[config.mk]
export PLATFORM = sky130hd
export DESIGN_NAME = branch_resolve
export DESIGN_NICKNAME = d
export VERILOG_FILES = /design/src/rtl/branch_resolve.sv
export SDC_FILE = /design/constraint.sdc
export NUM_CORES = 1
export LEC_CHECK = 0
export ABC_AREA = 0
export CORE_UTILIZATION = 45
export CTS_CLUSTER_DIAMETER = 120
export DETAILED_ROUTE_END_ITERATION = 8
export GPL_ROUTABILITY_DRIVEN = 0
export HOLD_SLACK_MARGIN = 0.03
export PLACE_DENSITY_LB_ADDON = 0.3
export SLEW_MARGIN = 5
export SYNTH_ARGS = -nofsm -noshare
export SYNTH_HDL_FRONTEND = slang
export SYNTH_SLANG_ARGS = --single-unit
[constraint.sdc]
create_clock -name clk -period 7.6 [get_ports clk]
set_input_delay 1.52 -clock clk [delete_from_list [all_inputs] [get_ports clk]]
set_output_delay 1.52 -clock clk [all_outputs]
set_load 0.01 [all_outputs]
[src/rtl/branch_resolve.sv]
// Execute-stage branch resolution: compares the carried prediction with the real
// outcome, emits registered predictor feedback, fetch redirects and perf counters.
module branch_resolve #(
  parameter int ADDR_WIDTH = 32,
  parameter int CNT_WIDTH  = 32
) (
  input  logic                  clk,
  input  logic                  rst,
  input  logic                  inVld,
  input  logic                  inStall,
  input  logic [ADDR_WIDTH-1:0] inPC,
  input  logic [1:0]            inType,
  input  logic                  inCond,
  input  logic [ADDR_WIDTH-1:0] inTarget,
  input  logic                  inPdBranch,
  input  logic [ADDR_WIDTH-1:0] inPdPC,
  input  logic                  inPdKnown,
  input  logic                  inEpoch,
  input  logic                  cntClr,
  output logic                  exVld,
  output logic [ADDR_WIDTH-1:0] exPC,
  output logic [ADDR_WIDTH-1:0] exPCTar,
  output logic [1:0]            exType,
  output logic                  exBranch,
  output logic                  exWrong,
  output logic                  exKnown,
  output logic                  redirVld,
  output logic [ADDR_WIDTH-1:0] redirPC,
  output logic                  epoch,
  output logic [CNT_WIDTH-1:0]  brCnt,
  output logic [CNT_WIDTH-1:0]  missCnt
);

  logic                  r_exVld;
  logic [ADDR_WIDTH-1:0] r_exPC;
  logic [ADDR_WIDTH-1:0] r_exPCTar;
  logic [1:0]            r_exType;
  logic                  r_exBranch;
  logic                  r_exWrong;
  logic                  r_exKnown;
  logic                  r_redirVld;
  logic [ADDR_WIDTH-1:0] r_redirPC;
  logic                  r_epoch;
  logic [CNT_WIDTH-1:0]  r_brCnt;
  logic [CNT_WIDTH-1:0]  r_missCnt;

  logic                  w_accept;
  logic                  w_taken;
  logic                  w_wrong;
  logic                  w_fb;
  logic                  w_isBranch;
  logic [ADDR_WIDTH-1:0] w_nextPC;

  always_comb begin
    w_accept   = inVld & ~inStall & (inEpoch == r_epoch);
    w_isBranch = (inType != 2'b00);
    case (inType)
      2'b00:   w_taken = 1'b0;
      2'b01:   w_taken = inCond;
      default: w_taken = 1'b1;
    endcase
    w_nextPC = w_taken ? {inTarget[ADDR_WIDTH-1:2], 2'b00} : (inPC + ADDR_WIDTH'(4));
    w_wrong  = (inPdBranch != w_taken) | (w_taken & (inPdPC != w_nextPC));
    w_fb     = w_accept & (w_isBranch | w_wrong);
  end

  always_ff @(posedge clk or posedge rst) begin
    if (rst) begin
      r_exVld    <= 1'b0;
      r_exPC     <= '0;
      r_exPCTar  <= '0;
      r_exType   <= '0;
      r_exBranch <= 1'b0;
      r_exWrong  <= 1'b0;
      r_exKnown  <= 1'b0;
      r_redirVld <= 1'b0;
      r_redirPC  <= '0;
      r_epoch    <= 1'b0;
      r_brCnt    <= '0;
      r_missCnt  <= '0;
    end else begin
      // Pulses drop whenever nothing is accepted; payload fields keep their last value.
      r_exVld    <= w_fb;
      r_redirVld <= w_accept & w_wrong;
      if (w_fb) begin
        r_exPC     <= inPC;
        r_exPCTar  <= w_nextPC;
        r_exType   <= inType;
        r_exBranch <= w_taken;
        r_exWrong  <= w_wrong;
        r_exKnown  <= inPdKnown;
      end
      if (w_accept & w_wrong) begin
        r_redirPC <= w_nextPC;
        r_epoch   <= ~r_epoch;
      end
      if (cntClr) begin
        r_brCnt   <= '0;
        r_missCnt <= '0;
      end else if (w_accept) begin
        if (w_isBranch && (r_brCnt != '1)) r_brCnt <= r_brCnt + 1'b1;
        if (w_wrong && (r_missCnt != '1)) r_missCnt <= r_missCnt + 1'b1;
      end
    end
  end

  assign exVld    = r_exVld;
  assign exPC     = r_exPC;
  assign exPCTar  = r_exPCTar;
  assign exType   = r_exType;
  assign exBranch = r_exBranch;
  assign exWrong  = r_exWrong;
  assign exKnown  = r_exKnown;
  assign redirVld = r_redirVld;
  assign redirPC  = r_redirPC;
  assign epoch    = r_epoch;
  assign brCnt    = r_brCnt;
  assign missCnt  = r_missCnt;

endmodule

==> impl_results.md <==
- Post-Synth Simple-Gate Area: 24.4%
- Clock sinks: 168
- Crit path capture: redirPC[4]
- Core Box Area: approximately 20000 sq um
- First-pass GRT wire length: 43.3 mm
- FF-to-FF Start: epoch
- Worst Setup End Kind: flip-flop
- Final hold vios: 0
- Most frequent cells in the layout: clkdlybuf4s50_1, nand2_1, dfrtp_1
- Syn nets: 1077
- DP HPWL: 20.8 mm
- Drt drc: 0
- Setup CP Type: input pin to flip-flop
- Post-Route Utilization: 64.1%
- Die footprint: 20900 sq um
- WP data arrival: 5.89 ns
- Initial DRT Pass Iterations: 6
- Post-Syn Area: 9130 sq um
- Worst-margin pin slew: 1.07 ns
- Critical Path Fanout Max: 45
- Post-synthesis compound-gate area fraction: 12.0%
- Fraction of registers with async set/reset: 100%
- Clk_skew: roughly 0.0093 ns
- Vias per cell: 5.61
- Xor/xnor cell area share of the yosys netlist: 6.64%
- EDFF count, synth: 0
- Vias in the first global route: approximately 8k
- Critical Path Start Type: input pin
- Fin Setup TNS: 0 ns
- Drt wl/cell: 19.1 um
- GRT Residual Overflow: 0
- Setup violations, final: 0
- CTS buffer count: 17
- Max cap viols: 0
- Hold buffer count at CTS: 0
- Unrepaired setup endpoints after global routing: no
- Unique cell type count in the Yosys netlist: about 70
- Clock Path Buffers: 2
- R2R setup slack: 3.98 ns
- CP startpoint: inType[1]
- Tmin final: about 5.6 ns
- Lkg Pwr: around 5.2 nW
- Max Fclk: ~180 MHz
- Worst EP required: 7.92 ns
- Outcome: finished, final reports clean
- Main combinational cell family by area after synthesis: simple AND/OR/NAND/NOR gates
- Sequential-to-total area share from yosys stat: 46.1%
- Initial antenna violation count: 4
- Die Y: ~140 um
- Pin count of the biggest net entering global routing: 98
- Die width: 144 um
- Worst VDD drop: 0.173 mV
- DR vias: 8398
- Clock transition at the registers of the reported paths: 0.06 ns
- Final nets: about 1.3k
- Gr usage total: 27.5%
- Hold Path Class: flip-flop to flip-flop
- HP Start: exType[0]
- Rows: 51
- Share of layout cells above drive strength 1: 8.94%
- Root buffer cell: clkbuf_16
- Initial Utilization: a little under half
- I/O Pins: 275
- Yosys reg bits: 168
- Adder-Cell Fraction of Synth Area: 0.411%
- CTS resizes: 0
- I/O Buffers: roughly 270
- Max Slew Vio Count: 0
- Commonest non-fill, non-tap cell in the layout: clkdlybuf4s50_1
- Detailed Route Iter0 Violations: between 600 and 700
- Syn_area_per_cell: 9.44 sq um
- H-tree depth: 4
- Syn. warnings: 0
- Setup Buffers After CTS: 0
- Post-Synthesis Cells: ~970
- Synth-to-Final Area Change: 38.1%
- Ys flop type: dfrtp_1
- WHS: 0.465 ns
- R2r endpoint: brCnt[16]
- Clock tree from TritonCTS: done
- PD cells: 273 nW/um^2
- Clock latency at the later pin of the worst-skew pair: approximately 0.43 ns
- Final antenna-violating net count: 0
- Final cycle utilization of the critical path: 73.4%
- Relative slew slack: 28.8%
- Total Wirelength: between 20 and 30 mm
- Mux share of post-synthesis cell area: 6.66%
- Worst-case reg-to-reg path depth: 9
worst min path at each step:
stage	endpoint	cells past startpoint
6_report	exType[0]	2
5_1_grt	exType[0]	2
2_1_floorplan	exKnown	2
3_3_place_gp	exPC[1]	2
4_1_cts	exType[0]	2
3_5_place_dp	exType[0]	2
cells by family (layout without fill, tap and decap cells):
group | count (synthesis) | in the layout
and+or+nand+nor | 439 | 439
AOI/OAI and AO/OA | 165 | 165
muxes | 49 | 49
DFF | 168 | 168
other | 0 | 2
buffers and inverters | 77 | 340
adders and majority gates | 3 | 3
xor gates and xnor gates | 66 | 66
through the flow:
| stage | total power (W) | std cells | worst slack, ns | area (sq um) |
|---|---|---|---|---|
| 2_1_floorplan | 0.00184 | 967 | 1.53 | 9130 |
| 5_1_grt | 0.00363 | 1497 | 1.78 | 12600 |
| 4_1_cts | 0.00347 | 1495 | 2.04 | 12600 |
| 6_report | 0.00344 | 1497 | 2.02 | 12600 |
| 3_5_place_dp | 0.00260 | 1463 | 1.58 | 12000 |
| 3_3_place_gp | 0.00257 | 1463 | 1.71 | 12000 |
per-layer routing:
layer  global-route usage (%)  share of wire [%]
met5                        0              0.045
met4                     9.92                3.0
met3                     7.12                7.4
met2                     42.9                 47
met1                     36.9                 43
area by class of cell:
type | instances | area [sq um]
repair buffers | 282 | 2790
inverters | 26 | 103
clock buffers | 19 | 433
multi-input cells | 722 | 4590
clock inverters | 13 | 144
flip-flops and latches | 168 | 4200
fillers | 1682 | 7050
well taps | 265 | 332
diodes | 2 | 5.00
sequential cells by signal, indices dropped and copies added, names as in the netlist:
| register | flops |
|---|---|
| brCnt | 32 |
| missCnt | 32 |
| exBranch | 1 |
| exPCTar | 32 |
| redirVld | 1 |
| exType | 2 |
| epoch | 1 |
| exVld | 1 |
| exKnown | 1 |
| redirPC | 32 |
| exWrong | 1 |
| exPC | 32 |
cell usage after synthesis (all sizes together), types with 25 or more instances:
library cell	instances	area share (%)
a21oi	28	1.5
clkbuf	33	1.4
dfrtp	168	46
inv	25	1.0
mux2	46	6.3
nand2	176	7.2
nand3	29	1.6
nand4	34	2.8
nor2	78	3.3
o21ai	61	3.3
o31ai	27	2.4
xnor2	27	2.6
xor2	37	3.6
worst max-delay path: stages:
cell and delay [ns]:
clkdlybuf4s50_1 0.50, a21o_2 0.36, buf_4 0.26, a311oi_1 0.47, nand4_1 0.18, a2111oi_0 0.87, o221ai_1 0.36, nor4_4 0.21
buf_4 0.43, nor2_4 0.29, mux2_4 0.37
where the power goes:
part / switching, W / internal [W]
clock network: 0.000378 / 0.000488
logic: 0.000566 / 0.000703
registers: 0.000148 / 0.00116
total: 0.00109 / 0.00235
No activity file was read; power rests on OpenSTA's default activity.
